### src/rtl/instruction_fetch_stage.sv
// MIPS IF stage: owns the PC, selects the next PC, and registers the fetched word into IF/ID.
// Latency: one edge from pc == A to the word at A on if_id_instr; stall holds PC and IF/ID, flush bubbles IF/ID.
module instruction_fetch_stage #(
    parameter int              WIDTH      = 32,
    parameter logic [WIDTH-1:0] RESET_PC  = 32'h0000_0000,
    parameter int              IMEM_WORDS = 32
) (
    input  logic             clk,
    input  logic             rst,
    input  logic             stall,
    input  logic             flush,
    input  logic [1:0]       pc_src,
    input  logic [WIDTH-1:0] branch_target,
    input  logic [25:0]      jump_index,
    input  logic [WIDTH-1:0] jr_target,
    output logic [WIDTH-1:0] imem_addr,
    input  logic [WIDTH-1:0] imem_data,
    output logic [WIDTH-1:0] if_id_instr,
    output logic [WIDTH-1:0] if_id_pc_plus4,
    output logic             if_id_valid,
    output logic             misaligned_fault,
    output logic             range_fault
);

    logic [WIDTH-1:0] pc_q, pc_d;
    logic [WIDTH-1:0] instr_q, instr_d;
    logic [WIDTH-1:0] pc4_q, pc4_d;
    logic             valid_q, valid_d;
    logic             mis_q, mis_d;
    logic             range_q, range_d;

    logic [WIDTH-1:0] seq_pc;
    logic [WIDTH-1:0] redirect_target;
    logic [WIDTH-1:0] next_pc;
    logic             redirect;
    logic             misaligned;
    logic             out_of_range;

    assign seq_pc       = pc_q + WIDTH'(4);
    assign redirect     = (pc_src != 2'b00);
    assign out_of_range = (pc_q[WIDTH-1:2] >= (WIDTH-2)'(IMEM_WORDS));

    always_comb begin
        redirect_target = seq_pc;
        case (pc_src)
            2'b01:   redirect_target = branch_target;
            // Jump region comes from the PC+4 of the instruction sitting in ID.
            2'b10:   redirect_target = {pc4_q[WIDTH-1:WIDTH-4], jump_index, 2'b00};
            2'b11:   redirect_target = jr_target;
            default: redirect_target = seq_pc;
        endcase
    end

    assign misaligned = redirect && (redirect_target[1:0] != 2'b00);
    assign next_pc    = redirect ? {redirect_target[WIDTH-1:2], 2'b00} : seq_pc;

    always_comb begin
        pc_d    = pc_q;
        instr_d = instr_q;
        pc4_d   = pc4_q;
        valid_d = valid_q;
        mis_d   = mis_q;
        range_d = range_q;

        // A stalled redirect is not consumed, so it cannot raise the alignment fault yet.
        if (!stall) begin
            pc_d = next_pc;
            if (misaligned) begin
                mis_d = 1'b1;
            end
        end

        if (flush) begin
            instr_d = '0;
            pc4_d   = '0;
            valid_d = 1'b0;
        end else if (stall) begin
            instr_d = instr_q;
        end else if (out_of_range) begin
            instr_d = '0;
            pc4_d   = '0;
            valid_d = 1'b0;
            range_d = 1'b1;
        end else begin
            instr_d = imem_data;
            pc4_d   = seq_pc;
            valid_d = 1'b1;
        end
    end

    always_ff @(posedge clk or posedge rst) begin
        if (rst) begin
            pc_q    <= RESET_PC;
            instr_q <= '0;
            pc4_q   <= '0;
            valid_q <= 1'b0;
            mis_q   <= 1'b0;
            range_q <= 1'b0;
        end else begin
            pc_q    <= pc_d;
            instr_q <= instr_d;
            pc4_q   <= pc4_d;
            valid_q <= valid_d;
            mis_q   <= mis_d;
            range_q <= range_d;
        end
    end

    assign imem_addr        = pc_q;
    assign if_id_instr      = instr_q;
    assign if_id_pc_plus4   = pc4_q;
    assign if_id_valid      = valid_q;
    assign misaligned_fault = mis_q;
    assign range_fault      = range_q;

endmodule
### config.mk
export PLATFORM = sky130hd
export DESIGN_NAME = instruction_fetch_stage
export DESIGN_NICKNAME = d
export VERILOG_FILES = /design/src/rtl/instruction_fetch_stage.sv
export SDC_FILE = /design/constraint.sdc
export NUM_CORES = 1
export LEC_CHECK = 0
export BUFFER_PORTS_ARGS = -buffer_cell sky130_fd_sc_hd__buf_2
export CAP_MARGIN = 0
export CELL_PAD_IN_SITES_DETAIL_PLACEMENT = 0
export CELL_PAD_IN_SITES_GLOBAL_PLACEMENT = 1
export CORE_UTILIZATION = 35
export CTS_CLUSTER_SIZE = 14
export DETAILED_ROUTE_END_ITERATION = 7
export PLACE_DENSITY = 0.9
export SLEW_MARGIN = 20
export SYNTH_ARGS = -nofsm -noshare
export SYNTH_HDL_FRONTEND = slang
export SYNTH_SLANG_ARGS = --single-unit
### constraint.sdc
create_clock -name clk -period 3.3 [get_ports clk]
set_input_delay 0 -clock clk [delete_from_list [all_inputs] [get_ports clk]]
set_output_delay 0 -clock clk [all_outputs]
set_load 0.05 [all_outputs]
# Word-level counts from Yosys, hierarchy flattened
# Cells that the tools add are included.
# op_classes
n_eq_ne	4
n_reduce_logical	5
mux	11
bitwise	2
n_addsub	1
magnitude_cmp	1
# op_table
operator	n
$mux W32	7
$pmux W32 S3	1
$add A32 B3 Y32 const B	1
$ge A30 B6 Y1 const B	1
$eq A2 B2 Y1 const B	2
$reduce_bool A2 Y1	2
$mux W1	3
$reduce_and A3 Y1	1
$eq A2 B1 Y1 const B	1
$ne A2 B1 Y1 const B	1
$not A1 Y1	2
$reduce_and A2 Y1	1
$logic_and A1 B1 Y1	1
# totals
in_bits	128
output_inout_bits	99
reg_bits	99
word_cells	30

# Logic depth before layout (Yosys ltp)
# Gate-level depths: netlist of the first run.
# depth
ltp_word	5
ltp_mapped	6
ltp_nobuf	5

# Worst setup path before layout of the first run
# OpenSTA, ideal clock, no wires.
# synth_path
path_kind	flip-flop to flip-flop
from	reg pc_q[2], in the netlist imem_addr[2]
to	reg pc_q[20], in the netlist imem_addr[20]
synth_period_minus_slack_ns	2.273
setup_time_ns	0.120
path_stages_with_launch	7
t_arrival_ns	2.153
t_required_ns	3.180
path_slack_ns	1.027
n_path_buf	1
path_cell_list	dfrtp_1 > ha_1 > and3_1 > buf_2 > nand4_2 > or4_1 > o211a_1
# synth_via
elab_chain_cells	3
# synth_lines
item	line	source
from (decl)	25	logic [WIDTH-1:0] pc_q, pc_d;
from (signal assigned)	100	pc_q <= pc_d;
$add A32 B3 Y32 *	39	assign seq_pc = pc_q + WIDTH'(4);
$pmux W32 S3	45	case (pc_src)
$mux W32 *	55	assign next_pc = redirect ? {redirect_target[WIDTH-1:2], 2'b00} : seq_pc;
# Mark *: on every way between the ends. The rest lies on a longest branch, timed or not.
# A chain may end at the register's enable or synchronous reset.

# Final worst setup path of the first run
# layout_path
from	reg pc_q[2], in the netlist imem_addr[2]
to	reg pc_q[8], in the netlist imem_addr[8]
# The elaborated chain is that of the path after synthesis.

==> results of run 1 <==
==> layout by cell type (no fill, tap or decap), drive strengths merged, types with 22 or more instances in the layout <==
cell type	n
buf	233
dfrtp	96
nand2	65
a21oi	62
inv	48
or4	39
dlygate4sd3	34
and2	27
nor2	25
mux2i	22
==> what timing repair did <==
item | in CTS | in global routing
endpoints found under the hold margin | 104 | 0
buffers inserted | 0 | 0
gates resized for setup | 0 | 0
hold buffers | 34 | 0
==> layer usage <==
layer,track usage [%],part of all wire [%]
met4,7.07,2.0
met5,0,0
met3,5.82,7.0
met2,35.9,47
met1,28.9,44
==> registers in the layout, indices dropped and copies added (netlist names) <==
register,cells
if_id_pc_plus4,31
if_id_valid,1
imem_addr,30
range_fault,1
if_id_instr,32
misaligned_fault,1
==> power groups by stage <==
stage | combinational [µW] | clock, µW | sequential, µW
6_report | 728 | 1100 | 1340
5_1_grt | 785 | 1180 | 1350
4_1_cts | 730 | 1130 | 1330
3_5_place_dp | 695 | 0 | 1360
3_3_place_gp | 695 | 0 | 1350
2_1_floorplan | 315 | 0 | 1500
==> layout make-up <==
type / instances / area (µm²)
Clock inverter: 6 / 75.1
Timing Repair Buffer: 267 / 1540
Inverter: 45 / 171
Antenna cell: 2 / 5.00
Clock buffer: 10 / 239
Tap cell: 188 / 235
Multi-Input combinational cell: 402 / 2660
Sequential cell: 96 / 2400
Fill cell: 1479 / 7870
==> how the worst max path moves through the flow <==
stage | end | start | slack, ns
global route | imem_addr[20] | imem_addr[2] | 0.96
CTS | imem_addr[8] | imem_addr[2] | 1.11
floorplan | if_id_instr[0] | rst | 0.79
global placement | imem_addr[20] | imem_addr[2] | 1.20
detailed placement | imem_addr[20] | imem_addr[2] | 1.13
finish | imem_addr[8] | imem_addr[2] | 1.07
==> kinds of logic after synthesis <==
| group | Yosys count | synth area share [%] |
|---|---|---|
| AO/OA/AOI/OAI | 131 | 16.2 |
| adder cells (fa/ha/maj) | 2 | 0.459 |
| AND/OR/NAND/NOR | 229 | 23.6 |
| other | 1 | 0.0688 |
| multiplexers | 34 | 7.76 |
| flip-flops | 96 | 44.1 |
| buffers and inverters | 97 | 7.19 |
| XOR/XNOR | 4 | 0.643 |
==> per-stage QoR <==
| step | setup slack [ns] | cells | cell area [µm²] | hold slack, ns | util, % |
|---|---|---|---|---|---|
| 2_1_floorplan | 0.795 | 595 | 5450 | 0.179 | - |
| 3_3_place_gp | 1.20 | 964 | 6670 | 0.284 | 43.9 |
| 3_5_place_dp | 1.13 | 964 | 6670 | 0.273 | 43.9 |
| 4_1_cts | 1.11 | 1014 | 7330 | 0.00284 | 48.2 |
| 5_1_grt | 0.964 | 1016 | 7330 | 0.0441 | 48.2 |
| 6_report | 1.07 | 1016 | 7330 | 0.0158 | 48.2 |
==> worst max-delay path: stages (launching register included) <==
cell and delay [ns]:
dfrtp_1 0.45, ha_1 0.29, and3_1 0.37, nand2_1 0.28, mux4_2 0.53, o22a_1 0.20
==> impl_metrics.toml, run 1 <==
[clock_tree]
tritoncts = "done"
clockBufferDepth = 2
cts_htree_levels = 3
root_buffer = "clkbuf_16"
cts_buffers = 9
insertion_delay_ns = 0.35
path_clk_slew_ns = 0.07
cts_sinks = 96

[logic_synthesis]
ys_warn_count = 0
avgSynthCellArea_um2 = 9.17
yosys-top-cells-area = "dfrtp_1 (44%), a21oi_1 (5.7%), or4_1 (5.4%)"
yosysMostFrequentCell = "dfrtp_1"
synth_top_area_cell = "dfrtp_1"
ys_seq_area_share_pct = 44.1
ys_types = 62
synth_top_cells_by_count = "dfrtp_1 (96), nand2_1 (65), a21oi_1 (62)"
synth_edf_count = 0
ys.flop_type = "dfrtp_1"
synth_area_um2 = 5450
synth_cells = 594
ys_async_sr_fraction_pct = 100
synth_top_area_share_pct = 44.1
ys_seq_elements = 96

[critical_path]
cp_data_required_time_ns = 3.54
ff2ff_path_depth = 5
path_class = "reg -> reg"
regToRegSetupSlack_ns = 1.07
reg2reg_from = "imem_addr[2]"
r2r-end = "imem_addr[8]"
critPathArrivalTime_ns = 2.46
endpoint_kind = "register"
crit_fanout = 7
start_kind = "register"

[sta]
relSlewSlack_pct = 37.8
final-hold-violation-count = 0
setup_tns_ns = 0
max_freq_ghz = 0.449
setup_violations = 0
finalClockSkew_ns = 0.00631
drv_slew = 0
period_needed_ns = 2.23
rsz0062_at_grt = "no"
worst_pin_slew_ns = 0.933
period_share_pct = 67.5

[final_layout]
drive_gt1_share_pct = 32.8
synthToLayoutAreaGrowth_pct = 34.5
layout.nets = 951

[worst_hold_path]
hp-class = "in -> reg"
hp-start = "branch_target[13]"
min_to = "imem_addr[13]"
hold_depth = 4

[placed_design]
gp_congestion = 0.872
dp_hpwl_um = 11800
io_buffers = 224

[route]
dr.first_iter.drc_count = 433
wire_per_inst_um = 17.0
drt-total-wl_um = 17300
drc = 0
viasPerCell = 5.40
first_pass_iters = 5
routed-via-count = 5488
route.antenna.remaining_nets = 0

[grt]
antenna_found_initial = 2
grt_max_degree = 76
grt_pass1_vias = 5375
grt_usage_pct = 22.2
grt_pass1_wl_um = 28000
grt-ovfl-total = 0

[power]
p_per_area_nw_per_um2 = 433
p_int_uw = 2100
ir_worst_vdd_mv = 0.280
switching_share_pct = 33.7
p_seq_share_pct = 42.2
p_clk_share_pct = 34.8
switching_power_uw = 1070
static-leakage-power_uw = 0.00357
combPwrFrac_pct = 23.0
finalPower_uw = 3170

[floorplanning]
boundaryPins = 227
num_rows = 45
start_util_pct = 35.8
die_y_um = 127
core_region_area_um2 = 15200
die-area_um2 = 16100
die_w_um = 127

[run_status]
status = "finished, final reports clean"

[run]
cap_violations = 0
Power figures use the tool's default switching activity.
==> run 2: changes to the inputs <==
Settings changed: CORE_UTILIZATION 35 to 32, PLACE_DENSITY 0.9 to 0.87.
Clock period 3.3 ns to 1.9 ns, I/O delays scaled along.
==> run 2 against run 1 <==
Effect of this change: the run now ends with setup timing left; clock power rose by 58%; count of clock-buffer cells in the layout rose by 2; maximum frequency up 12%; first-iteration DRC count decreased by 21%; die area increased by 9.2%; final area increased by 9.0%; cell count up 7.9%; register-to-register slack worse by 1.2 ns; largest cell class unchanged.
==> impl_metrics.toml, run 2 (same netlist as run 1, synthesis figures left out) <==
[run_status]
status = "complete, but fails checks"
failed_checks = "setup timing"

[critical_path]
path_buf_inv = 3
cp_top_family = "simple AND/OR/NAND/NOR gates"
ff2ff_path_depth = 7
cp_data_required_time_ns = 2.17
reg2reg_from = "imem_addr[15]"
regToRegSetupSlack_ns = -0.09
crit_fanout = 20
endpoint_kind = "register"
critPathMaxStageDelay_ns = 0.47
r2r-end = "if_id_instr[19]"
critPathArrivalTime_ns = 2.26
path_class = "reg -> reg"
start_kind = "register"
crit_chain = "nor4_2 > buf_4 > nand4_1 > buf_6 > buf_16 > or4_4 > a21oi_1"
slowest_stage = "or4_4"

[sta]
fin_ws_ns = -0.0903
period_needed_ns = 1.99
worst_pin_slew_ns = 0.614
setup_violations = 36
period_share_pct = 105
relSlewSlack_pct = 59.0
hold_ws_ns = 0.0372
drv_slew = 0
finalClockSkew_ns = 0.00631
final-hold-violation-count = 0
rsz0062_at_grt = "yes"
max_freq_ghz = 0.502

[final_layout]
layout.nets = 1002
final_cell_mix = "buf_2 (223), dfrtp_1 (80), nand2_1 (64), buf_4 (53), a21oi_1 (49)"
synthToLayoutAreaGrowth_pct = 46.7
layout_commonest_cell = "buf_2"
insertedDiodeCount = 0
largest_reg_flops = 32
fill_cells = 1654
final_cell_area_um2 = 7990
drive_gt1_share_pct = 42.7
final_cells = 1096

[worst_hold_path]
min_to = "imem_addr[14]"
hp-class = "in -> reg"
hp-start = "branch_target[14]"
hold_depth = 3

[floorplanning]
start_util_pct = 32.9
die_y_um = 132
die_w_um = 132
die-area_um2 = 17600
boundaryPins = 227
num_rows = 47
core_region_area_um2 = 16600

[power]
combPwrFrac_pct = 27.5
switching_share_pct = 33.8
p_clk_share_pct = 31.5
static-leakage-power_uw = 0.00385
p_seq_share_pct = 41.0
switching_power_uw = 1870
p_int_uw = 3650
p_per_area_nw_per_um2 = 691
ir_worst_vdd_mv = 0.692

[clock_tree]
clockBufferDepth = 2
insertion_delay_ns = 0.34
root_buffer = "clkbuf_16"
path_clk_slew_ns = 0.07
tritoncts = "done"
cts_htree_levels = 3
cts_buffers = 9
cts_sinks = 96

[grt]
grt_pass1_wl_um = 29900
grt_usage_pct = 21.7
grt_pass1_vias = 5542
grt-ovfl-total = 0
antenna_found_initial = 0
grt_max_degree = 97

[placed_design]
dp.cells = 1041
placed_area_um2 = 7110
gp_congestion = 0.885
io_buffers = 224
dp_hpwl_um = 13000

[route]
routed-via-count = 5632
drc = 0
dr.first_iter.drc_count = 341
viasPerCell = 5.14
first_pass_iters = 4
drt-total-wl_um = 19400
route.antenna.remaining_nets = 0
wire_per_inst_um = 17.7

[run]
cap_violations = 0
run 2: cell types whose count changed in the layout (fill, tap and decap cells not counted), moves of 4 or more:
cell,delta
a21oi_1,-13
a21oi_2,+13
buf_4,+44
dfrtp_1,-16
dfrtp_2,+16
nor4_1,-4
nor4_2,+4
or4_1,-16
or4_4,+16
run 2: timing repair:
item | in CTS | in global routing
pin swaps | 25 | 19
gates resized for setup | 7 | 35
hold buffers | 34 | 0
buffers inserted | 1 | 1
setup endpoints to repair | 38 | 40
endpoints found under the hold margin | 129 | 0
cloned | 1 | 3
run 2: worst max path at each step:
stage / startpoint / to / slack [ns] / cells past startpoint
2_1_floorplan: imem_addr[14] / if_id_pc_plus4[6] / 0.007 / 6
3_5_place_dp: imem_addr[15] / if_id_pc_plus4[4] / -0.1 / 6
4_1_cts: imem_addr[16] / if_id_pc_plus4[4] / -0.07 / 7
5_1_grt: imem_addr[15] / if_id_instr[23] / -0.16 / 7
6_report: imem_addr[15] / if_id_instr[19] / -0.09 / 7
3_3_place_gp: imem_addr[15] / if_id_pc_plus4[5] / -0.06 / 6
run 2: layer usage:
metal,GRT usage [%],vias to the layer above,wire (µm)
met1,28.9,2707,8620
met5,0,-,0
met3,5.48,27,1300
met2,34.4,193,9080
met4,7.09,0,377
li1,-,2705,-
run 2: cell type report:
class / count / area [µm²] / area share (%)
well taps: 220 / 275 / 3.44
repair buffers: 318 / 2010 / 25.2
flip-flops and latches: 96 / 2420 / 30.3
inverters: 45 / 173 / 2.16
clock inverters: 3 / 17.5 / 0.219
multi-input cells: 402 / 2830 / 35.4
clock buffers: 12 / 256 / 3.21
run 2: power by group through the flow:
stage | Combinational, µW | Clock (µW) | Sequential (µW)
global route | 1630 | 1860 | 2280
CTS | 1500 | 1790 | 2250
finish | 1520 | 1740 | 2260
global placement | 1440 | 0 | 2290
floorplan | 563 | 0 | 2620
detailed placement | 1440 | 0 | 2290
run 2: through the flow:
| stage | util, % | worst slack, ns | setup TNS [ns] | total power (µW) |
|---|---|---|---|---|
| global route | 48.2 | -0.160 | -4.24 | 5760 |
| global placement | 42.9 | -0.0637 | -1.17 | 3730 |
| finish | 48.2 | -0.0903 | -1.64 | 5520 |
| detailed placement | 42.9 | -0.0955 | -2.35 | 3730 |
| floorplan | - | 0.00697 | 0 | 3190 |
| CTS | 46.9 | -0.0729 | -1.06 | 5550 |
run 2: worst min-delay path: cells and delay by family:
family,cells,cell delay (ns)
buffers and inverters,1,0.10
AOI/OAI and AO/OA,2,0.25
==> run 3: changes to the inputs <==
--- a/constraint.sdc
+++ b/constraint.sdc
@@ -3,2 +3,2 @@
 set_output_delay 0 -clock clk [all_outputs]
-set_load 0.05 [all_outputs]
+set_load 0.005 [all_outputs]
==> run 3 against run 2 <==
Effect of this change: the run still ends with setup timing left; non-clock buffer count up 2; die area did not move; utilization rose by 0.15 points; sequential share of layout area fell by 0.31 points; setup slack better by 0.059 ns; clock power increased by 3%; hold slack lost 0.022 ns; sequential cell count unchanged; global-route usage fell by 0.32 points; first-iteration DRC count rose by 20%; critical path depth is 1 lower; critical endpoint is now if_id_instr[13]; largest cell class unchanged; highest routed layer unchanged.
==> impl_metrics.toml, run 3 (same netlist as run 1, synthesis figures left out) <==
[floorplanning]
num_rows = 47
die-area_um2 = 17600
boundaryPins = 227
die_w_um = 132
start_util_pct = 32.9
die_y_um = 132
core_region_area_um2 = 16600

[grt]
grt_pass1_vias = 5460
antenna_found_initial = 0
grt_usage_pct = 21.4
grt_pass1_wl_um = 29400
grt_max_degree = 97
grt-ovfl-total = 0

[critical_path]
critPathArrivalTime_ns = 2.21
ff2ff_path_depth = 6
start_kind = "register"
cp_data_required_time_ns = 2.18
cp_top_family = "simple AND/OR/NAND/NOR gates"
crit_chain = "nor4_1 > nand4_1 > buf_6 > buf_12 > or4_4 > a21oi_2"
path_buf_inv = 2
path_class = "reg -> reg"
r2r-end = "if_id_instr[13]"
endpoint_kind = "register"
critPathMaxStageDelay_ns = 0.48
crit_fanout = 20
reg2reg_from = "imem_addr[10]"
regToRegSetupSlack_ns = -0.03
slowest_stage = "or4_4"

[route]
dr.first_iter.drc_count = 408
route.antenna.remaining_nets = 0
routed-via-count = 5727
drc = 0
wire_per_inst_um = 17.3
drt-total-wl_um = 19100
viasPerCell = 5.21
first_pass_iters = 5

[power]
static-leakage-power_uw = 0.00387
ir_worst_vdd_mv = 0.643
p_per_area_nw_per_um2 = 657

[final_layout]
final_cells = 1099
fin_util_pct = 48.3
layout_commonest_cell = "buf_2"
synthToLayoutAreaGrowth_pct = 47.1
final_cell_mix = "buf_2 (223), dfrtp_1 (94), nand2_1 (65), buf_4 (57), inv_1 (43)"
drive_gt1_share_pct = 43.5
largest_reg_flops = 32
fill_cells = 1647
layout.nets = 1004
insertedDiodeCount = 0

[clock_tree]
cts_htree_levels = 3
clockBufferDepth = 2
root_buffer = "clkbuf_16"
path_clk_slew_ns = 0.07
cts_buffers = 9
tritoncts = "done"
insertion_delay_ns = 0.35
cts_sinks = 96

[sta]
rsz0062_at_grt = "yes"
max_freq_ghz = 0.518
final-hold-violation-count = 0
fin_ws_ns = -0.0313
finalClockSkew_ns = 0.00721
period_share_pct = 102
worst_pin_slew_ns = 0.593
setup_violations = 20
setup_tns_ns = -0.196
period_needed_ns = 1.93
drv_slew = 0
relSlewSlack_pct = 60.5

[run]
cap_violations = 0

[run_status]
failed_checks = "setup timing"
status = "complete, but fails checks"

[placed_design]
gp_congestion = 0.913
dp.cells = 1047
dp_hpwl_um = 13100
io_buffers = 224

[worst_hold_path]
hp-class = "in -> reg"
hp-start = "branch_target[13]"
hold_depth = 4
min_to = "imem_addr[13]"
## run 3: changes by cell type in the layout (fill, tap and decap cells not counted), sizes merged
cell      previous run  this run
clkinv               2         1
buf                282       285
clkbuf              14        10
clkinvlp             2         3
inv                 44        48
## run 3: per-layer routing
layer / global-route usage [%] / vias to the layer above / part of all wire, %
li1: - / 2705 / -
met1: 28.6 / 2795 / 44
met2: 33.9 / 203 / 47
met3: 5.59 / 24 / 6.9
met4: 6.13 / 0 / 1.6
met5: 0 / - / 0
## run 3: what timing repair did
item | CTS | global route
resized for setup | 1 | 60
pin swaps | 0 | 38
hold buffers | 34 | 0
gates cloned | 0 | 1
hold endpoints to repair | 129 | 0
setup buffers | 0 | 1
endpoints found under the setup margin | 2 | 45
## run 3: cell type report
cell class	instances	area (µm²)	area share, %
Inverter	45	173	2.15
Clock inverter	7	58.8	0.734
Tap cell	220	275	3.43
Sequential cell	96	2400	30.0
Multi-Input combinational cell	402	2880	35.9
Clock buffer	9	225	2.81
Timing Repair Buffer	320	2000	25.0
## run 3: worst max-delay path by stage
stage / from / endpoint / slack (ns) / depth (start not counted)
floorplan: imem_addr[2] / imem_addr[20] / 0.004 / 6
global placement: imem_addr[15] / if_id_pc_plus4[5] / 0.006 / 5
detailed placement: imem_addr[15] / if_id_pc_plus4[4] / 0.01 / 5
CTS: imem_addr[8] / if_id_pc_plus4[4] / 0.01 / 5
global route: imem_addr[10] / if_id_instr[13] / -0.1 / 6
finish: imem_addr[10] / if_id_instr[13] / -0.03 / 6
## run 3: metrics by stage
stage | hold slack, ns | total power [µW] | cell area [µm²] | setup slack [ns]
CTS | 0.0105 | 5260 | 7750 | 0.0104
detailed placement | 0.198 | 3420 | 7120 | 0.0135
finish | 0.0152 | 5270 | 8020 | -0.0313
global route | 0.0370 | 5500 | 8020 | -0.0992
floorplan | 0.179 | 2830 | 5460 | 0.00429
global placement | 0.200 | 3420 | 7120 | 0.00633
## run 3: power breakdown
part | leakage [µW] | internal, µW | switching [µW]
clock network | 0.000133 | 910 | 883
registers | 0.00125 | 2130 | 106
logic | 0.00248 | 584 | 646
## run 3: worst register-to-register path, stage by stage, from the launching register on
cell,delay [ns]
dfrtp_1,0.43
nor4_1,0.30
nand4_1,0.16
buf_6,0.17
buf_12,0.15
or4_4,0.50
a21oi_2,0.16
